### src/rtl/oled_scan_serializer.sv
// Raster scanner and RGB565 serializer for the 96x64 OLED pixel path.
// Walks x/y across the panel, latches the scene generator's pixel in a
// single FETCH cycle, then shifts it out MSB-first on sclk/sdata (mode 0)
// with cs_n held low for the whole frame.
//
// state | meaning
// ------+--------------------------------------------------------------
// IDLE  | link quiet, cs_n high; waits for enable to start a frame
// FETCH | x/y stable, pixel_data valid; latch it and preload first bit
// SHIFT | 16 sclk periods; advance raster on the 16th falling edge
module oled_scan_serializer #(
    parameter int WIDTH   = 96,
    parameter int HEIGHT  = 64,
    parameter int CLK_DIV = 2
) (
    input  logic        clk,
    input  logic        rst_n,
    input  logic        enable,
    input  logic [15:0] pixel_data,
    output logic [6:0]  x,
    output logic [5:0]  y,
    output logic        sclk,
    output logic        sdata,
    output logic        cs_n,
    output logic        frame_begin,
    output logic        busy
);

    localparam int               DIV_W    = $clog2(CLK_DIV + 1);
    localparam logic [DIV_W-1:0] DIV_LOAD = DIV_W'(CLK_DIV - 1);
    localparam logic [6:0]       X_LAST   = 7'(WIDTH - 1);
    localparam logic [5:0]       Y_LAST   = 6'(HEIGHT - 1);

    typedef enum logic [1:0] {
        IDLE  = 2'd0,
        FETCH = 2'd1,
        SHIFT = 2'd2
    } state_t;

    state_t           state, state_nxt;
    logic [15:0]      shreg, shreg_nxt;
    logic [4:0]       bit_cnt, bit_cnt_nxt;
    logic [DIV_W-1:0] div_cnt, div_cnt_nxt;
    logic [6:0]       x_nxt;
    logic [5:0]       y_nxt;
    logic             sclk_nxt, sdata_nxt, cs_n_nxt, frame_begin_nxt, busy_nxt;

    // Next-state and next-output logic; every output is registered below.
    always_comb begin
        state_nxt       = state;
        shreg_nxt       = shreg;
        bit_cnt_nxt     = bit_cnt;
        div_cnt_nxt     = div_cnt;
        x_nxt           = x;
        y_nxt           = y;
        sclk_nxt        = sclk;
        sdata_nxt       = sdata;
        cs_n_nxt        = cs_n;
        frame_begin_nxt = 1'b0;

        case (state)
            IDLE: begin
                cs_n_nxt = 1'b1;
                sclk_nxt = 1'b0;
                if (enable) begin
                    state_nxt       = FETCH;
                    x_nxt           = '0;
                    y_nxt           = '0;
                    frame_begin_nxt = 1'b1;
                end
            end

            FETCH: begin
                shreg_nxt   = pixel_data;
                sdata_nxt   = pixel_data[15];
                cs_n_nxt    = 1'b0;
                sclk_nxt    = 1'b0;
                bit_cnt_nxt = '0;
                div_cnt_nxt = DIV_LOAD;
                state_nxt   = SHIFT;
            end

            SHIFT: begin
                if (div_cnt == '0) begin
                    div_cnt_nxt = DIV_LOAD;
                    sclk_nxt    = ~sclk;
                    // sclk currently high, so this toggle is a falling edge
                    if (sclk) begin
                        if (bit_cnt == 5'd15) begin
                            state_nxt = FETCH;
                            if (x < X_LAST) begin
                                x_nxt = x + 7'd1;
                            end else begin
                                x_nxt = '0;
                                if (y < Y_LAST) begin
                                    y_nxt = y + 6'd1;
                                end else begin
                                    // End of frame: only here may the stream stop
                                    y_nxt = '0;
                                    if (enable) begin
                                        frame_begin_nxt = 1'b1;
                                    end else begin
                                        state_nxt = IDLE;
                                        cs_n_nxt  = 1'b1;
                                    end
                                end
                            end
                        end else begin
                            bit_cnt_nxt = bit_cnt + 5'd1;
                            shreg_nxt   = {shreg[14:0], 1'b0};
                            sdata_nxt   = shreg[14];
                        end
                    end
                end else begin
                    div_cnt_nxt = div_cnt - 1'b1;
                end
            end

            default: begin
                state_nxt = IDLE;
                cs_n_nxt  = 1'b1;
                sclk_nxt  = 1'b0;
            end
        endcase

        busy_nxt = (state_nxt != IDLE);
    end

    // State and output registers; reset discards any partial pixel at once.
    always_ff @(posedge clk or negedge rst_n) begin
        if (!rst_n) begin
            state       <= IDLE;
            shreg       <= '0;
            bit_cnt     <= '0;
            div_cnt     <= '0;
            x           <= '0;
            y           <= '0;
            sclk        <= 1'b0;
            sdata       <= 1'b0;
            cs_n        <= 1'b1;
            frame_begin <= 1'b0;
            busy        <= 1'b0;
        end else begin
            state       <= state_nxt;
            shreg       <= shreg_nxt;
            bit_cnt     <= bit_cnt_nxt;
            div_cnt     <= div_cnt_nxt;
            x           <= x_nxt;
            y           <= y_nxt;
            sclk        <= sclk_nxt;
            sdata       <= sdata_nxt;
            cs_n        <= cs_n_nxt;
            frame_begin <= frame_begin_nxt;
            busy        <= busy_nxt;
        end
    end

endmodule

### config.mk
export PLATFORM = sky130hd
export DESIGN_NAME = oled_scan_serializer
export DESIGN_NICKNAME = d
export VERILOG_FILES = /design/src/rtl/oled_scan_serializer.sv
export SDC_FILE = /design/constraint.sdc
export NUM_CORES = 1
export LEC_CHECK = 0
export BUFFER_PORTS_ARGS = -buffer_cell sky130_fd_sc_hd__buf_2
export CELL_PAD_IN_SITES_DETAIL_PLACEMENT = 0
export CELL_PAD_IN_SITES_GLOBAL_PLACEMENT = 1
export CORE_ASPECT_RATIO = 1.5
export CORE_UTILIZATION = 39
export DETAILED_ROUTE_END_ITERATION = 10
export PLACE_DENSITY = 0.73
export SYNTH_ARGS = -nofsm -noshare
export SYNTH_HDL_FRONTEND = slang
export SYNTH_SLANG_ARGS = --single-unit
### constraint.sdc
create_clock -name clk -period 2.24 [get_ports clk]
set_clock_uncertainty 0.05 [all_clocks]
set_input_delay 0.112 -clock clk [delete_from_list [all_inputs] [get_ports clk]]
set_output_delay 0.112 -clock clk [all_outputs]
set_load 0.05 [all_outputs]
After elaboration in Yosys (flattened, before gate mapping):

Index checks and enable logic that the tools add are counted.

* input bits: 19
* flip-flop bits (word level): 42
* word-level logic and storage cells: 89

* magnitude comparators: 2
* equality and inequality tests: 11
* multiplexer cells: 51
* bitwise gates (word level): 1
* add/sub/neg operators: 4
* reductions and logical operators: 9

Operators by type and width (number)
* $mux 15: 3
* $mux 6: 6
* $mux 7: 5
* $pmux 15 s2: 1
* $mux 1: 20
* $ne 2x2->1 const B: 8
* $mux 5: 3
* $pmux 7 s2: 1
* $pmux 6 s2: 1
* $reduce_and 6->1: 2
* $mux 2: 5
* $pmux 5 s2: 1
* $add 7x1->7 const B: 1
* $lt 7x7->1 const B: 1
* $add 6x1->6 const B: 1
* $lt 6x6->1 const B: 1
* $pmux 1 s2: 3
* $pmux 2 s3: 1
* $reduce_bool 2->1: 3
* $add 5x1->5 const B: 1
* $eq 5x4->1 const B: 1
* $reduce_and 5->1: 1
* $logic_not 2->1: 2
* $pmux 2 s2: 1
* 5 further kinds: 5

Longest topological paths before layout:

Gate-level depths: netlist of the first run.

* word-level depth: 8
* depth in mapped cells: 8

Least setup slack after synthesis of the first run:

OpenSTA, ideal clock, no wires.

* path kind: reg-to-reg
* start point: reg bit_cnt[0]
* end point: reg sdata
* path buffers: 1
* stages on the path, launching flop included: 8
* path slack: 0.086 ns
* clock period less this slack: 2.154 ns
* arrival: 1.981 ns
* required time: 2.067 ns
* cell sequence: dfrtp_1 ha_1 and3_1 ha_1 o41ai_2 clkbuf_1 nand3b_1 o221a_2

* longest elaborated chain between the ends: 3

RTL lines
* start: declaration: RTL line 42 `logic [4:0] bit_cnt, bit_cnt_nxt;`
* start signal: assignment: RTL line 146 `bit_cnt <= bit_cnt_nxt;`
* $eq 5x4->1: RTL line 89 `if (bit_cnt == 5'd15) begin`
* $ne 2x2->1 (no line)
* $reduce_and 4->1 (no line)
* end signal: assignment: RTL line 151 `sdata <= sdata_nxt;`
* end: declaration: RTL line 23 `output logic sdata,`

No other way between the ends.
A chain may end at the register's enable or synchronous reset.

Worst setup path in the final report of the first run:

* start point: reg bit_cnt[0]
* end point: reg bit_cnt[3]

* longest elaborated chain between the ends: 5

RTL lines
* $add 5x1->5: RTL line 109 `bit_cnt_nxt = bit_cnt + 5'd1;`
* $mux 5: RTL line 89
* $mux 5: RTL line 88 `if (sclk) begin`
* $mux 5: RTL line 84 `if (div_cnt == '0) begin`
* $pmux 5 s2: RTL line 61 `case (state)`

Parallel ways exist; a longest one is shown, timed or not. The select of a mux whose other input is x is not followed.

==> results of run 1 <==
[metrics by stage]
stage	util (%)	hold WS (ns)	cell area, µm²
after floorplan	-	-0.234	2160
after global placement	48.0	0.0114	2520
after detailed placement	48.0	0.00494	2520
after CTS	50.0	0.0447	2620
after global routing	50.7	0.0475	2660
final	50.7	0.0522	2660
[logic make-up after synthesis]
kind of cell / after synthesis / share of synthesized area [%]
AO/OA/AOI/OAI: 61 / 22.7
XOR/XNOR: 1 / 0.405
adder cells (fa/ha/maj): 8 / 4.63
buffers and inverters: 21 / 3.82
flip-flops: 42 / 48.6
multiplexers: 3 / 1.45
AND/OR/NAND/NOR: 70 / 18.4
[worst max-delay path: cells and delay by family, from the launching register on]
family / cells / cell delay (ns)
and+or+nand+nor: 2 / 0.57
DFF: 1 / 0.41
adders and majority gates: 2 / 0.40
AOI/OAI and AO/OA: 2 / 0.61
[area by class of cell]
cell class	count	area share [%]
multi-input cells	143	40.5
well taps	68	3.20
inverters	10	1.41
repair buffers	53	12.2
flip-flops and latches	42	39.6
clock buffers	8	3.01
[where the power goes]
part	switching [mW]	internal, mW	total, mW
logic	0.0258	0.0192	0.0450
registers	0.00182	0.761	0.763
clock network	0.251	0.222	0.473
[state kept, by name, summed over array words and instances (netlist names), 2 cells and up]
| register | flops |
|---|---|
| bit_cnt | 5 |
| div_cnt | 2 |
| shreg | 15 |
| state | 2 |
| x | 7 |
| y | 6 |
[path summary, 6_finish.rpt]
check | start | to | slack (ns) | depth (start not counted)
worst max-delay path | bit_cnt[0]$_DFFE_PN0P_ | bit_cnt[3]$_DFFE_PN0P_ | 0.13 | 6
worst min-delay path | pixel_data[6] | shreg[6]$_DFFE_PN0P_ | 0.05 | 2
worst max register to register | bit_cnt[0]$_DFFE_PN0P_ | bit_cnt[3]$_DFFE_PN0P_ | 0.13 | 6
worst min register to register | cs_n$_DFFE_PN1P_ | cs_n$_DFFE_PN1P_ | 0.45 | 2
max in group asynchronous | rst_n | cs_n$_DFFE_PN1P_ | 1.20 | 3
min in group asynchronous | rst_n | x[1]$_DFFE_PN0P_ | 0.22 | 2
[metal layers]
layer  track usage, %  part of all wire, %  up-vias
met5                0                    0        -
met4             7.56                  1.4        0
met3             3.90                  4.1        6
met2             32.9                   50       43
met1             21.6                   44      896
li1                 -                    -      884
[placed cells by master, fill, tap and decap left out, drive strengths merged, types with 2 or more instances in the layout]
cell type,netlist,final
a31oi,5,5
nand2b,2,2
nor3,5,5
nand4,4,4
inv,10,10
and3,2,2
o21ai,11,11
o221a,15,15
a21oi,8,8
and4,2,2
a21boi,3,3
o41ai,2,2
a41oi,3,3
nand3b,16,16
dlygate4sd3,0,2
o211ai,3,3
nor2b,2,2
clkbuf,7,8
nand2,18,18
or3,4,4
a2111oi,2,2
mux2i,2,2
ha,8,8
buf,4,51
nand3,5,5
a22o,2,2
nor2,6,6
dfrtp,41,41
[timing repair]
action	4_1_cts	5_1_grt
gates resized for setup	0	6
hold buffers	2	0
setup endpoints to repair	0	10
endpoints found under the hold margin	17	0
==> impl_metrics.env, run 1 <==
export IMPL_power_mw=1.28
export IMPL_cp_arrival_ns=2.28
export IMPL_start_kind="register"
export IMPL_syn_nets=233
export IMPL_ir_worst_vdd_uv=206
export IMPL_cts_tree="done"
export IMPL_vias_per_cell=5.65
export IMPL_post_cts_buffers=0
export IMPL_tightest_slew_ns=0.540
export IMPL_fin_crit_sh_pct=94.1
export IMPL_drv_cap=0
export IMPL_wl_per_cell_um=15.5
export IMPL_slew_headroom_pct=63.7
export IMPL_syn_inst=206
export IMPL_avgSynthCellArea_um2=10.5
export IMPL_insertion_delay_ns=0.29
export IMPL_finalWorstSetupSlack_ns=0.132
export IMPL_synthTopCellsByCount="41 x dfrtp_1, 18 x nand2_1, 16 x nand3b_1"
export IMPL_fin_nets=282
export IMPL_cp_end_kind="register"
export IMPL_die_area_mm2=0.00585
export IMPL_p_leak_nw=1.19
export IMPL_synth_edf_count=0
export IMPL_ys_warn_count=0
export IMPL_grt_overflow_total=0
export IMPL_cts_buffers=5
export IMPL_fin_tns_setup_ns=0
export IMPL_path_cells="ha_1 -> and3_1 -> ha_4 -> o41a_1 -> or3_1 -> a21oi_1"
export IMPL_finalMaxSlewViolations=0
export IMPL_initialDrtViolationCount=90
export IMPL_ys_types=45
export IMPL_post_route_min_period_ns=2.11
export IMPL_cp_required_ns=2.41
export IMPL_cts_sinks=42
export IMPL_regArea_mm2=0.00105
export IMPL_hold_viol_final=0
export IMPL_fmax_mhz=474
export IMPL_dp_final_hpwl_mm=3.54
export IMPL_synth_most_common_cell="dfrtp_1"
export IMPL_min_path_type="in2reg"
export IMPL_multi_input_area_mm2=0.00108
export IMPL_p_per_area_mw_per_mm2=482
export IMPL_gp_congestion=0.766
export IMPL_rows=32
export IMPL_outcome="finished clean"
export IMPL_path_max_fanout=4
export IMPL_die_h_um=93.2
export IMPL_syn_area_mm2=0.00216
export IMPL_io_buffers=36
export IMPL_ios=37
export IMPL_root_buffer="clkbuf_8"
export IMPL_wl_mm=5.02
export IMPL_grtUsageTotal_pct=18.6
export IMPL_initial_core_util_pct=41.2
export IMPL_rsz0062_at_grt="false"
export IMPL_dpl_cell_count=314
export IMPL_grt_pass1_wl_mm=8.51
export IMPL_max_stage_delay_ns=0.46
export IMPL_fp_dieW_um=62.8
export IMPL_area_delta_synth_final_pct=22.8
export IMPL_criticalPathCategory="reg2reg"
export IMPL_post_place_ws_ns=0.0279
export IMPL_route_detailed_drc=0
export IMPL_synth_seq_cells=42
export IMPL_ctsLongestPathBuffers=2
export IMPL_setup_viol=0
export IMPL_clk_pin_slew_worst_paths_ns=0.08
export IMPL_yosysSeqAreaShare_pct=48.6
export IMPL_nFillCells=519
export IMPL_cpMaxStageDelayCell="o41a_1"
export IMPL_drt_pass1_iterations=4
export IMPL_drive_gt1_share_pct=30.5
export IMPL_synth_top_area_cell="dfrtp_1"
export IMPL_core_area_mm2=0.00525
export IMPL_diodes=0
export IMPL_finalNonFillerCells=324
export IMPL_synth_top_area_share_pct=47.4
export IMPL_vias=1829
export IMPL_synthArstFlopShare_pct=100
export IMPL_antenna_found_initial=0
export IMPL_ys_flop_type="dfrtp_1"
export IMPL_htree_levels=2
export IMPL_drtAntennaViolNets=0
export IMPL_grt_max_degree=34
export IMPL_grt_pass1_vias=1824
export IMPL_synthTopCellsByArea="dfrtp_1 47%, o221a_2 7.8%, nand3b_1 5.6%"
Note: power is estimated with default switching activity, not from simulation.
==> inputs of run 2 (changes only) <==
--- a/config.mk
+++ b/config.mk
@@ -8,7 +8,6 @@
 export BUFFER_PORTS_ARGS = -buffer_cell sky130_fd_sc_hd__buf_2
 export CELL_PAD_IN_SITES_DETAIL_PLACEMENT = 0
 export CELL_PAD_IN_SITES_GLOBAL_PLACEMENT = 1
-export CORE_ASPECT_RATIO = 1.5
 export CORE_UTILIZATION = 39
 export DETAILED_ROUTE_END_ITERATION = 10
 export PLACE_DENSITY = 0.73
==> impl_metrics.env, run 2 (synthesis results as in run 1) <==
export IMPL_wl_mm=4.92
export IMPL_nFillCells=472
export IMPL_clk_pin_slew_worst_paths_ns=0.08
export IMPL_cp_end_kind="register"
export IMPL_initialDrtViolationCount=119
export IMPL_start_kind="register"
export IMPL_area_delta_synth_final_pct=28.1
export IMPL_setup_viol=0
export IMPL_criticalPathCategory="reg2reg"
export IMPL_rsz0062_at_grt="false"
export IMPL_post_route_min_period_ns=2.05
export IMPL_die_area_mm2=0.00585
export IMPL_drt_pass1_iterations=4
export IMPL_hold_ws_ns=0.0460
export IMPL_finalNonFillerCells=333
export IMPL_slew_headroom_pct=67.2
export IMPL_post_place_ws_ns=0.0583
export IMPL_grt_max_degree=34
export IMPL_dpl_cell_count=320
export IMPL_fin_nets=289
export IMPL_final_common_cell="dfrtp_1"
export IMPL_ir_worst_vdd_uv=293
export IMPL_antenna_found_initial=0
export IMPL_vias_per_cell=5.44
export IMPL_rows=26
export IMPL_root_buffer="clkbuf_8"
export IMPL_path_cells="ha_1 -> and3_1 -> ha_2 -> o41a_1 -> or3_1 -> a21oi_1"
export IMPL_grt_met3_usage_pct=5.63
export IMPL_tightest_slew_ns=0.488
export IMPL_insertion_delay_ns=0.29
export IMPL_grt_pass1_vias=1725
export IMPL_outcome="finished clean"
export IMPL_top_register="shreg"
export IMPL_cp_arrival_ns=2.23
export IMPL_largest_reg_flops=15
export IMPL_io_buffers=36
export IMPL_finalWorstSetupSlack_ns=0.186
export IMPL_fp_dieW_um=76.5
export IMPL_fmax_mhz=487
export IMPL_cts_tree="done"
export IMPL_drtAntennaViolNets=0
export IMPL_path_max_fanout=6
export IMPL_diodes=0
export IMPL_initial_core_util_pct=41.3
export IMPL_fin_crit_sh_pct=91.7
export IMPL_grtUsageTotal_pct=18.4
export IMPL_final_util_pct=52.9
export IMPL_wl_per_cell_um=14.8
export IMPL_route_detailed_drc=0
export IMPL_p_per_area_mw_per_mm2=558
export IMPL_core_area_mm2=0.00524
export IMPL_gp_congestion=0.779
export IMPL_fin_tns_setup_ns=0
export IMPL_layout_common_cells="41 x dfrtp_1, 36 x buf_2, 21 x buf_4"
export IMPL_grt_pass1_wl_mm=8.40
export IMPL_drive_gt1_share_pct=33.5
export IMPL_cp_required_ns=2.41
export IMPL_dp_final_hpwl_mm=3.45
export IMPL_htree_levels=2
export IMPL_path_buf_inv=0
export IMPL_cts_buffers=5
export IMPL_top_regs="shreg: 15 flops, x: 7 flops, y: 6 flops"
export IMPL_ios=37
export IMPL_busiest_layer="met2"
export IMPL_grt_use_met1_pct=25.2
export IMPL_ctsLongestPathBuffers=2
export IMPL_crit_family="compound AO/OA/AOI/OAI gates"
export IMPL_cpMaxStageDelayCell="o41a_1"
export IMPL_hold_viol_final=0
export IMPL_min_path_type="in2reg"
export IMPL_drv_cap=0
export IMPL_die_h_um=76.5
export IMPL_max_stage_delay_ns=0.42
export IMPL_p_leak_nw=1.25
export IMPL_finalMaxSlewViolations=0
export IMPL_grt_overflow_total=0
export IMPL_cts_sinks=42
export IMPL_vias=1810
export IMPL_globalRouteMet2Util_pct=27.9
## run 2: cell types whose count changed in the layout (fill, tap and decap cells not counted), sizes merged
cell | previous run | this run
clkbuf | 8 | 6
buf | 51 | 58
bufinv | 0 | 2
## run 2: final timing paths
path	start	end	slack, ns	cells after the start
setup / recovery	bit_cnt[0]$_DFFE_PN0P_	bit_cnt[3]$_DFFE_PN0P_	0.19	6
hold / removal	pixel_data[15]	sdata$_DFFE_PN0P_	0.05	2
setup reg to reg	bit_cnt[0]$_DFFE_PN0P_	bit_cnt[3]$_DFFE_PN0P_	0.19	6
hold reg to reg	shreg[0]$_DFFE_PN0P_	shreg[0]$_DFFE_PN0P_	0.45	1
max in group asynchronous	rst_n	cs_n$_DFFE_PN1P_	1.38	3
min in group asynchronous	rst_n	sclk$_DFFE_PN0N_	0.18	2
## run 2: per-layer routing
metal	part of all wire, %	vias to the layer above	wire, µm
met5	0	-	0
met4	0.57	0	28
met3	4.6	4	225
met2	45	38	2210
met1	50	867	2460
li1	-	901	-
## run 2: repair_timing
item                                   CTS  global route
endpoints found under the hold margin   20             0
gates resized for setup                  0             4
setup buffers                            0             3
setup endpoints to repair                0             7
hold buffers                             2             0
## run 2: worst register-to-register path, cell delays in order, from the launching register on
cell	delay, ns
dfrtp_1	0.40
ha_1	0.21
and3_1	0.18
ha_2	0.22
o41a_1	0.42
or3_1	0.37
a21oi_1	0.14
## run 2: layout make-up
class | count | area, µm² | area share [%]
multi-input cells | 143 | 1070 | 38.7
flip-flops and latches | 42 | 1050 | 38.0
repair buffers | 60 | 378 | 13.6
well taps | 70 | 87.6 | 3.16
clock buffers | 6 | 82.6 | 2.98
clock inverters | 2 | 60.1 | 2.17
inverters | 10 | 37.5 | 1.35
## run 2: per-stage QoR
| stage | total power, mW | area, µm² |
|---|---|---|
| floorplan | 0.786 | 2160 |
| global placement | 0.823 | 2550 |
| detailed placement | 0.824 | 2550 |
| CTS | 1.57 | 2720 |
| global route | 1.62 | 2770 |
| finish | 1.55 | 2770 |
## run 2: power by group
| group | internal (mW) | total [mW] | leakage, nW | switching [mW] |
|---|---|---|---|---|
| combinational | 0.0203 | 0.0465 | 0.633 | 0.0262 |
| clock | 0.475 | 0.738 | 0.0714 | 0.263 |
| sequential | 0.761 | 0.763 | 0.543 | 0.00172 |
==> inputs of run 3 (changes only) <==
--- a/config.mk
+++ b/config.mk
@@ -8,7 +8,9 @@
 export BUFFER_PORTS_ARGS = -buffer_cell sky130_fd_sc_hd__buf_2
 export CELL_PAD_IN_SITES_DETAIL_PLACEMENT = 0
 export CELL_PAD_IN_SITES_GLOBAL_PLACEMENT = 1
+export CORE_ASPECT_RATIO = 1.2
 export CORE_UTILIZATION = 39
+export CTS_CLUSTER_DIAMETER = 100
 export DETAILED_ROUTE_END_ITERATION = 10
 export PLACE_DENSITY = 0.73
 export SYNTH_ARGS = -nofsm -noshare
==> impl_metrics.env, run 3 (synthesis results as in run 1) <==
export IMPL_cts_tree="done"
export IMPL_path_buf_inv=1
export IMPL_cts_sinks=42
export IMPL_path_depth=6
export IMPL_die_h_um=83.6
export IMPL_cpMaxStageDelayCell="o41a_1"
export IMPL_cp_arrival_ns=2.31
export IMPL_path_cells="inv_1 -> ha_1 -> nand2_1 -> o41a_1 -> or3_1 -> a21oi_1"
export IMPL_post_route_min_period_ns=2.15
export IMPL_area_delta_synth_final_pct=24.1
export IMPL_die_area_mm2=0.00585
export IMPL_fp_dieW_um=70.0
export IMPL_power_mw=1.42
export IMPL_gp_congestion=0.767
export IMPL_hold_ws_ns=0.0443
export IMPL_grt_pass1_wl_mm=8.30
export IMPL_nFillCells=516
export IMPL_drtAntennaViolNets=0
export IMPL_start_kind="register"
export IMPL_cp_required_ns=2.41
export IMPL_grt_overflow_total=0
export IMPL_drt_pass1_iterations=4
export IMPL_root_buffer="clkbuf_8"
export IMPL_whs_path_depth=2
export IMPL_finalMaxSlewViolations=0
export IMPL_top_regs="shreg: 15 flops, x: 7 flops, y: 6 flops"
export IMPL_fin_crit_sh_pct=95.8
export IMPL_largest_reg_flops=15
export IMPL_criticalPathCategory="reg2reg"
export IMPL_p_per_area_mw_per_mm2=529
export IMPL_wl_mm=4.70
export IMPL_path_max_fanout=8
export IMPL_max_stage_delay_ns=0.53
export IMPL_top_register="shreg"
export IMPL_p_leak_nw=1.21
export IMPL_fmax_mhz=466
export IMPL_cp_end_kind="register"
export IMPL_cts_buffers=5
export IMPL_antenna_found_initial=0
export IMPL_vias_per_cell=5.59
export IMPL_crit_family="compound AO/OA/AOI/OAI gates"
export IMPL_io_buffers=36
export IMPL_ctsLongestPathBuffers=2
export IMPL_layout_common_cells="41 x dfrtp_1, 36 x buf_2, 18 x nand2_1"
export IMPL_wl_per_cell_um=14.8
export IMPL_route_detailed_drc=0
export IMPL_tightest_slew_ns=0.540
export IMPL_initialDrtViolationCount=99
export IMPL_hold_viol_final=0
export IMPL_drv_cap=0
export IMPL_insertion_delay_ns=0.29
export IMPL_drive_gt1_share_pct=31.3
export IMPL_dp_final_hpwl_mm=3.20
export IMPL_reg2reg_depth=6
export IMPL_initial_core_util_pct=40.8
export IMPL_fin_nets=283
export IMPL_slew_headroom_pct=64.0
export IMPL_rows=29
export IMPL_grt_pass1_vias=1843
export IMPL_htree_levels=2
export IMPL_setup_viol=0
export IMPL_grt_max_degree=43
export IMPL_grtUsageTotal_pct=17.6
export IMPL_final_common_cell="dfrtp_1"
export IMPL_vias=1777
export IMPL_ios=37
export IMPL_outcome="finished clean"
export IMPL_diodes=0
export IMPL_clk_pin_slew_worst_paths_ns=0.08
export IMPL_ir_worst_vdd_uv=245
export IMPL_core_area_mm2=0.00530
export IMPL_min_path_type="in2reg"
## run 3: final cells by class
type                    count  area, µm²  area share [%]
multi-input cells         143       1070            39.9
flip-flops and latches     42       1050            39.2
repair buffers             54        333            12.4
clock buffers               6       82.6            3.08
well taps                  62       77.6            2.89
inverters                  10       37.5            1.40
clock inverters             1       30.0            1.12
## run 3: timing repair
action                                  in CTS  in global routing
endpoints found under the setup margin       1                  7
gates resized for setup                      1                  3
pin swaps                                    0                  1
hold endpoints to repair                    42                  0
hold buffers                                 2                  0
buffers inserted                             0                  0
## run 3: through the flow
| stage | setup slack, ns | std cells | area [µm²] | setup TNS [ns] | util [%] |
|---|---|---|---|---|---|
| finish | 0.0947 | 318 | 2680 | 0 | 50.7 |
| global route | -0.0111 | 318 | 2680 | -0.0111 | 50.7 |
| CTS | 0.0445 | 318 | 2660 | 0 | 50.1 |
| detailed placement | 0.0262 | 309 | 2520 | 0 | 47.6 |
| global placement | 0.0519 | 309 | 2520 | 0 | 47.6 |
| floorplan | 0.0864 | 206 | 2160 | 0 | - |
## run 3: final timing paths
check	start	to	slack, ns
setup / recovery	state[0]$_DFF_PN0_	bit_cnt[3]$_DFFE_PN0P_	0.09
hold / removal	pixel_data[8]	shreg[8]$_DFFE_PN0P_	0.04
setup reg to reg	state[0]$_DFF_PN0_	bit_cnt[3]$_DFFE_PN0P_	0.09
hold reg to reg	bit_cnt[1]$_DFFE_PN0P_	bit_cnt[1]$_DFFE_PN0P_	0.46
max in group asynchronous	rst_n	cs_n$_DFFE_PN1P_	1.40
min in group asynchronous	rst_n	shreg[9]$_DFFE_PN0P_	0.36
## run 3: per-layer routing
| metal | vias up | GRT usage, % | wire [µm] |
|---|---|---|---|
| met5 | - | 0 | 0 |
| met4 | 0 | 8.36 | 90 |
| met3 | 8 | 2.66 | 138 |
| met2 | 31 | 29.5 | 2210 |
| met1 | 852 | 22.2 | 2260 |
| li1 | 886 | - | - |
## run 3: worst register-to-register path: cells and delay by family, from the launching register on
kind,cells,cell delay (ns)
adder cells (fa/ha/maj),1,0.28
AO/OA/AOI/OAI,2,0.68
flip-flops,1,0.43
AND/OR/NAND/NOR,2,0.53
buffers and inverters,1,0.10
## run 3: power by group
group          switching, mW  total (mW)  internal [mW]  leakage, nW
Sequential           0.00148       0.763          0.761        0.543
Combinational         0.0253      0.0445         0.0192        0.608
Clock                  0.255       0.611          0.357       0.0573
Total                  0.282        1.42           1.14         1.21
